--- config.mk ---
export PLATFORM = sky130hd
export DESIGN_NAME = day01_sweep_ctrl_flat
export DESIGN_NICKNAME = d
export VERILOG_FILES = /design/src/rtl/day01_sweep_ctrl_if.sv /design/src/rtl/day01_sweep_ctrl.sv /design/src/flat_wrapper.sv
export SDC_FILE = /design/constraint.sdc
export NUM_CORES = 1
export LEC_CHECK = 0
export CAP_MARGIN = 20
export CORE_MARGIN = 2
export CORE_UTILIZATION = 51
export CTS_BUF_LIST = sky130_fd_sc_hd__clkbuf_2
export CTS_CLUSTER_DIAMETER = 150
export DETAILED_ROUTE_END_ITERATION = 10
export PLACE_DENSITY = 0.81
export SYNTH_ARGS = -nofsm -noshare
export SYNTH_HDL_FRONTEND = slang
export SYNTH_SLANG_ARGS = --single-unit
export TNS_END_PERCENT = 30
--- constraint.sdc ---
create_clock -name clk -period 5.23 [get_ports clk]
set_input_delay 1.046 -clock clk [delete_from_list [all_inputs] [get_ports clk]]
set_output_delay 1.046 -clock clk [all_outputs]
set_load 0.05 [all_outputs]
--- src/rtl/day01_sweep_ctrl_if.sv ---
// Candidate/verdict handshake between the sweep sequencer
// and the downstream seen-set checker.
interface day01_sweep_ctrl_if #(
    parameter int DATA_W = 64
);
    logic              out_valid;
    logic              out_ready;
    logic [DATA_W-1:0] out_sum;
    logic              resp_valid;
    logic              resp_hit;

    modport master (
        output out_valid,
        output out_sum,
        input  out_ready,
        input  resp_valid,
        input  resp_hit
    );

    modport slave (
        input  out_valid,
        input  out_sum,
        output out_ready,
        output resp_valid,
        output resp_hit
    );
endinterface

--- src/rtl/day01_sweep_ctrl.sv ---
// Day-01 part-2 sequencer: sweeps the ROM, streams running sums
// to the seen-set checker and stops on the first repeat.
module day01_sweep_ctrl #(
    parameter int ROM_DEPTH  = 973,
    parameter int ADDR_W     = 16,
    parameter int DATA_W     = 64,
    parameter int MAX_PASSES = 1024
) (
    input  logic              clk,
    input  logic              rst_n,
    input  logic              start,
    output logic [ADDR_W-1:0] rom_addr,
    output logic              rom_en,
    input  logic [DATA_W-1:0] rom_data,
    day01_sweep_ctrl_if.master chk,
    output logic              busy,
    output logic              done,
    output logic              found,
    output logic [DATA_W-1:0] result,
    output logic [15:0]       pass_count
);

    localparam logic [ADDR_W-1:0] LAST = ADDR_W'(ROM_DEPTH - 1);
    localparam logic [15:0]       PMAX = 16'(MAX_PASSES);

    typedef enum logic [2:0] {
        IDLE,
        SEED,
        ISSUE,
        WAIT_RESP,
        DONE
    } state_t;

    state_t            r_state;
    state_t            w_next;
    logic [ADDR_W-1:0] r_addr;
    logic [DATA_W-1:0] r_sum;
    logic [15:0]       r_pass;
    logic              r_found;
    logic [DATA_W-1:0] r_result;

    logic              w_valid;
    logic              w_busy;
    logic              w_done;
    logic [DATA_W-1:0] w_add;
    logic [DATA_W-1:0] w_sum;
    logic              w_hs;
    logic              w_go;
    logic              w_limit;

    assign w_add   = r_sum + rom_data;
    assign w_hs    = w_valid & chk.out_ready;
    assign w_go    = start & ~w_busy;
    assign w_limit = (r_pass == PMAX);

    always_ff @(posedge clk or negedge rst_n) begin
        if (!rst_n) begin
            r_state <= IDLE;
        end else begin
            r_state <= w_next;
        end
    end

    // The pass limit is only consulted after a miss, so a hit
    // on the final candidate still reports found.
    always_comb begin
        w_next = r_state;
        unique case (r_state)
            IDLE, DONE: begin
                if (start) w_next = SEED;
            end
            SEED, ISSUE: begin
                if (w_hs) w_next = WAIT_RESP;
            end
            WAIT_RESP: begin
                if (chk.resp_valid) begin
                    if (chk.resp_hit || w_limit) w_next = DONE;
                    else                         w_next = ISSUE;
                end
            end
            default: w_next = IDLE;
        endcase
    end

    always_comb begin
        w_valid = 1'b0;
        w_busy  = 1'b0;
        w_done  = 1'b0;
        w_sum   = '0;
        unique case (r_state)
            SEED: begin
                w_valid = 1'b1;
                w_busy  = 1'b1;
            end
            ISSUE: begin
                w_valid = 1'b1;
                w_busy  = 1'b1;
                w_sum   = w_add;
            end
            WAIT_RESP: w_busy = 1'b1;
            DONE:      w_done = 1'b1;
            default: ;
        endcase
    end

    always_ff @(posedge clk or negedge rst_n) begin
        if (!rst_n) begin
            r_addr   <= '0;
            r_sum    <= '0;
            r_pass   <= '0;
            r_found  <= 1'b0;
            r_result <= '0;
        end else begin
            if (w_go) begin
                r_addr  <= '0;
                r_sum   <= '0;
                r_pass  <= '0;
                r_found <= 1'b0;
            end
            if (r_state == ISSUE && w_hs) begin
                r_sum <= w_add;
                if (r_addr == LAST) begin
                    r_addr <= '0;
                    if (r_pass != 16'hFFFF) r_pass <= r_pass + 16'd1;
                end else begin
                    r_addr <= r_addr + 1'b1;
                end
            end
            if (r_state == WAIT_RESP && chk.resp_valid) begin
                if (chk.resp_hit) begin
                    r_result <= r_sum;
                    r_found  <= 1'b1;
                end else begin
                    r_found  <= 1'b0;
                end
            end
        end
    end

    assign chk.out_valid = w_valid;
    assign chk.out_sum   = w_sum;
    assign rom_addr      = r_addr;
    assign rom_en        = w_busy;
    assign busy          = w_busy;
    assign done          = w_done;
    assign found         = r_found;
    assign result        = r_result;
    assign pass_count    = r_pass;

endmodule

--- src/flat_wrapper.sv ---
// flat-port wrapper written by rule: the top's interface ports become plain ports
module day01_sweep_ctrl_flat 
#(
    parameter int ROM_DEPTH  = 973,
    parameter int ADDR_W     = 16,
    parameter int DATA_W     = 64,
    parameter int MAX_PASSES = 1024
)
  (clk, rst_n, start, rom_addr, rom_en, rom_data, busy, done, found, result, pass_count, chk_out_valid, chk_out_sum, chk_out_ready, chk_resp_valid, chk_resp_hit);
  day01_sweep_ctrl_if #(.DATA_W(DATA_W)) chk_i ();
  input  logic clk;
  input  logic rst_n;
  input  logic start;
  output logic [ADDR_W-1:0] rom_addr;
  output logic rom_en;
  input  logic [DATA_W-1:0] rom_data;
  output logic busy;
  output logic done;
  output logic found;
  output logic [DATA_W-1:0] result;
  output logic [15:0] pass_count;
  output wire logic [$bits(chk_i.out_valid)-1:0] chk_out_valid;
  output wire logic [$bits(chk_i.out_sum)-1:0] chk_out_sum;
  input wire logic [$bits(chk_i.out_ready)-1:0] chk_out_ready;
  input wire logic [$bits(chk_i.resp_valid)-1:0] chk_resp_valid;
  input wire logic [$bits(chk_i.resp_hit)-1:0] chk_resp_hit;
  assign chk_out_valid = chk_i.out_valid;
  assign chk_out_sum = chk_i.out_sum;
  assign chk_i.out_ready = chk_out_ready;
  assign chk_i.resp_valid = chk_resp_valid;
  assign chk_i.resp_hit = chk_resp_hit;
  day01_sweep_ctrl #(.ROM_DEPTH(ROM_DEPTH), .ADDR_W(ADDR_W), .DATA_W(DATA_W), .MAX_PASSES(MAX_PASSES)) u_core (.clk(clk), .rst_n(rst_n), .start(start), .rom_addr(rom_addr), .rom_en(rom_en), .rom_data(rom_data), .chk(chk_i), .busy(busy), .done(done), .found(found), .result(result), .pass_count(pass_count));
endmodule
## Word-level counts from Yosys, hierarchy flattened

Cells that the tools add are included.

- Flip-flop bits (word level): 164
- Input port bits: 70
- Word-level logic and storage cells: 54

- $add $sub $neg: 3
- Equality and inequality tests: 10
- Multiplexer cells: 21
- Bitwise gates (word level): 3
- Reductions and logical operators: 11

Operators by type and width:

| operator | number |
|---|---|
| 2-to-1 mux 64 bit | 3 |
| 2-to-1 mux 16 bit | 7 |
| adder 64 bit | 1 |
| adder 16 x 1 -> 16 bit, second input constant | 2 |
| equality test 16 x 10 -> 1 bit, second input constant | 1 |
| equality test 16 x 11 -> 1 bit, second input constant | 1 |
| != test 16 bit, second input constant | 1 |
| 2-to-1 mux 3 bit | 4 |
| case mux 3 bit (3 select lines) | 1 |
| equality test 3 x 2 -> 1 bit, second input constant | 2 |
| 2-to-1 mux 1 bit | 6 |
| != test 2 bit, second input constant | 2 |
| nonzero test 2 bit | 2 |
| OR reduction 2 bit | 2 |
| equality test 3 x 1 -> 1 bit, second input constant | 1 |
| equality test 3 bit, second input constant | 1 |
| logical NOT 3 bit | 1 |
| AND reduction 3 bit | 1 |
| OR reduction 3 bit | 1 |
| AND 1 bit | 2 |
| logical AND 1 bit | 2 |
| != test 2 x 1 -> 1 bit, second input constant | 1 |
| AND reduction 2 bit | 1 |
| logical OR 1 bit | 1 |
| NOT 1 bit | 1 |

## Logic depth before layout (Yosys ltp)

- Depth after elaboration: 9
- Mapped depth: 12

## Worst setup path before layout

Ideal clock, no wire load.

- Kind: input -> output
- From: in rom_data[0]
- To: out chk_out_sum[50]
- Data arrival time: 4.061 ns
- Data required time: 4.184 ns
- Path slack: 0.123 ns
- Stages on the path: 12
- Path buffers: 0
- Cell sequence: ha_1 -> inv_1 -> fa_1 -> nand2b_1 -> a21oi_1 -> o21ai_2 -> a211oi_1 -> o21ai_1 -> a21boi_1 -> o2111ai_1 -> and3b_1 -> nor3_1

- Cells in the longest elaborated chain, start to end: 2

Ends and longest elaborated chain:

| element | RTL line | text |
|---|---|---|
| from (decl) | flat_wrapper.sv:16 | `input logic [DATA_W-1:0] rom_data;` |
| adder 64 bit | day01_sweep_ctrl.sv:51 | `assign w_add = r_sum + rom_data;` |
| 2-to-1 mux 64 bit | day01_sweep_ctrl.sv:90 | `unique case (r_state)` |
| to (decl) | flat_wrapper.sv:23 | `output wire logic [$bits(chk_i.out_sum)-1:0] chk_out_sum;` |

No other way between the ends.

## Worst setup path in the final report

- From: in rom_data[15]
- To: out chk_out_sum[60]

Same word-level chain as after synthesis.

==> metrics <==
status complete, no violations; Max Root-Sink Buffers 2; CTS Sinks 164; largest net degree at the start of global routing 92; worst endpoint required time 4.18 ns; Setup crit start kind input pin; Die ar. 23000 um2; Slew @ Worst Pin 0.830 ns; layout net count 1644; leakage 6.68 nW; sequential element share of the synthesized area 0.369; commonest non-fill, non-tap cell in the layout clkdlybuf4s50_1; H-tree levels 4; I/O pins 235; Avg Inst Size Synth 8.86 um2; Tcrit/Tclk final 0.999; final design utilization 0.690; cell depth of the worst setup path 13; MaxCap Viol Count 0; commonest cells after routing, fill and taps aside clkdlybuf4s50_1, dfrtp_1, nand2_1; Worst Skew 0.0341 ns; row cnt 54; adder-cell area share of the yosys netlist 0.0772; CP Max Fanout 5; Num CTS Buffers 17; number of enable flip-flop cells after synthesis 0; Reg power frac 0.230; clock group share of total power 0.085; P&R area growth vs syn 34.1%; Pwr Total 8.68 mW; Final Instance Count excl. Fillers 1802; Yosys reg bits 164; R2R depth 9; clock latency at the later pin of the worst-skew pair 0.81 ns; Slew Limit Fails 0; crit-path cells clkdlybuf4s50_1 > ha_2 > a21oi_1 > o22ai_1 > a31oi_1 > buf_4 > o211ai_4 > a21oi_4 > o2111ai_4 > a211oi_2 > a221o_1 > and3_4 > buf_12; Tot GR Track Use 0.294; Routed Antenna Nets 0; Placer Congestion 0.949; CP peak stage delay 0.50 ns; synth unique cells 86; cell area after placement 14400 um2; Routed WL per cell 19.0 um; fmax 0.191 GHz; total wire length 34200 um; P_int 4.14 mW; main combinational cell family by area after synthesis compound AO/OA/AOI/OAI gates; multiplexer share of the synthesized area 0.0666; main flop type after synthesis dfrtp_1; hold_buf cts 0; core area 21600 um2; Post-Syn Area 11100 um2; Final Setup Violations 0; via count 10757; drt drc 0; Post-synth ARST share 1.00; final non-filler cell area 14900 um2; post-synth net total 1393; post-detail-place hpwl 25700 um; Syn Inst Count 1255; Yosys warning count 0; CP Capture Type output pin; simple-gate share of the synthesized area 0.185; first-pass GRT wire length 53400 um; Hold WC Path Type in2async; final hold slack 0.248 ns; WP buf/inv 3; power per cell area 582 nW/um2; CTS tree done; drt initial violations 686; combinational power share 0.685; gr ovfl total 0; Initial Util 0.514; xor-xnor portion of the synthesized cell area 0.0536; DR vias/cell 5.97; vias in the first global route 10705; Worst VDD drop 405 uV; First-pass DRT Iterations 5; crit path kind in2out; placed cells 1764; Sw Share 0.523; Crit path max-delay family compound AO/OA/AOI/OAI gates; Relative slew margins 0.441; dominant cells by area after synthesis dfrtp_1, ha_1, mux2_2; DIE WIDTH 152 um; WP data arrival 4.18 ns; Die Y 152 um; CTS clock-pin slew for the worst setup and hold paths 0.29 ns; post-synth top area share 0.369; Synth area leader dfrtp_1; Tmin final 5.23 ns; Final Hold Fails 0; layout cells sized above 1 0.186; Critical-path top delay cell clkdlybuf4s50_1; # port buffers 234; Synth Area in Compound Gates 0.207; Net Sw Power 4.54 mW; Clock Tree Root clkbuf_2; initial antenna violation count 2
## synthesized netlist by cell type, drive strengths merged, types with 12 or more instances
cell type / n
buf: 30
and3: 21
a21oi: 86
nor3: 26
nor2: 123
nand3: 18
dfrtp: 164
xnor2: 35
a21o: 34
nand2: 162
clkbuf: 37
o21ai: 119
xor2: 33
nand4: 36
o31ai: 16
mux2: 64
o21a: 12
o21bai: 18
ha: 67
inv: 31
## what timing repair did
action / 4_1_cts / 5_1_grt
pin swaps: 1 / 15
gates resized for setup: 3 / 48
setup buffers: 1 / 2
cloned: 0 / 0
endpoints found under the setup margin: 10 / 23
hold endpoints to repair: 0 / 0
## final cells by class
| class | count | area [um2] |
|---|---|---|
| clock buffers | 17 | 85.1 |
| inverters | 31 | 116 |
| clock inverters | 15 | 163 |
| repair buffers | 299 | 3250 |
| flip-flops and latches | 164 | 4100 |
| well taps | 280 | 350 |
| fillers | 1726 | 6710 |
| diodes | 3 | 7.51 |
| multi-input cells | 993 | 6830 |
## kinds of logic after synthesis
kind of cell,Yosys count
and+or+nand+nor,437
xor gates and xnor gates,68
muxes,66
DFF,164
AOI/OAI and AO/OA,354
buffers and inverters,98
adders and majority gates,68
## through the flow
step	TNS, ns	setup slack, ns
CTS	0	0.00968
global placement	-0.214	-0.100
floorplan	0	0.123
global route	-0.128	-0.0666
detailed placement	-0.651	-0.168
finish	0	0.00362
## state kept, by name, indices dropped and copies added (netlist names)
signal / cells
u_core.r_state: 3
u_core.result: 64
u_core.found: 1
u_core.rom_addr: 16
u_core.r_sum: 64
u_core.pass_count: 16
## path summary, 6_finish.rpt
kind	startpoint	end	slack, ns
worst max register to register	u_core.r_state[0]$_DFFE_PN0P_	u_core.pass_count[15]$_DFF_PN0_	1.79
worst min register to register	u_core.result[63]$_DFFE_PN0P_	u_core.result[63]$_DFFE_PN0P_	0.52
max in group asynchronous	rst_n	u_core.r_sum[51]$_DFFE_PN0P_	3.91
worst min-delay path	rst_n	u_core.result[9]$_DFFE_PN0P_	0.25
min in group clk	u_core.result[63]$_DFFE_PN0P_	u_core.result[63]$_DFFE_PN0P_	0.52
worst max-delay path	rom_data[15]	chk_out_sum[60]	0.004
## worst register-to-register path: cells and delay by family, from the launching register on
family	cells	cell delay, ns
flops	1	0.59
simple gates	7	2.26
compound gates	1	0.41
xor+xnor	1	0.16
## metal layers
metal | track usage | part of all wire | vias up
met4 | 0.114 | 0.035 | 0
met2 | 0.486 | 0.48 | 451
met3 | 0.0620 | 0.066 | 98
li1 | - | - | 5029
met5 | 0 | 0 | -
met1 | 0.377 | 0.42 | 5179
## power by group through the flow
| stage | sequential, mW | combinational (mW) | clock (mW) |
|---|---|---|---|
| after floorplan | 2.74 | 2.97 | 0 |
| after global placement | 1.99 | 5.67 | 0 |
| after detailed placement | 2.02 | 5.74 | 0 |
| after CTS | 1.99 | 5.79 | 0.744 |
| after global routing | 2.05 | 6.33 | 0.795 |
| final | 2.00 | 5.94 | 0.737 |
No activity file was read; power rests on OpenSTA's default activity.
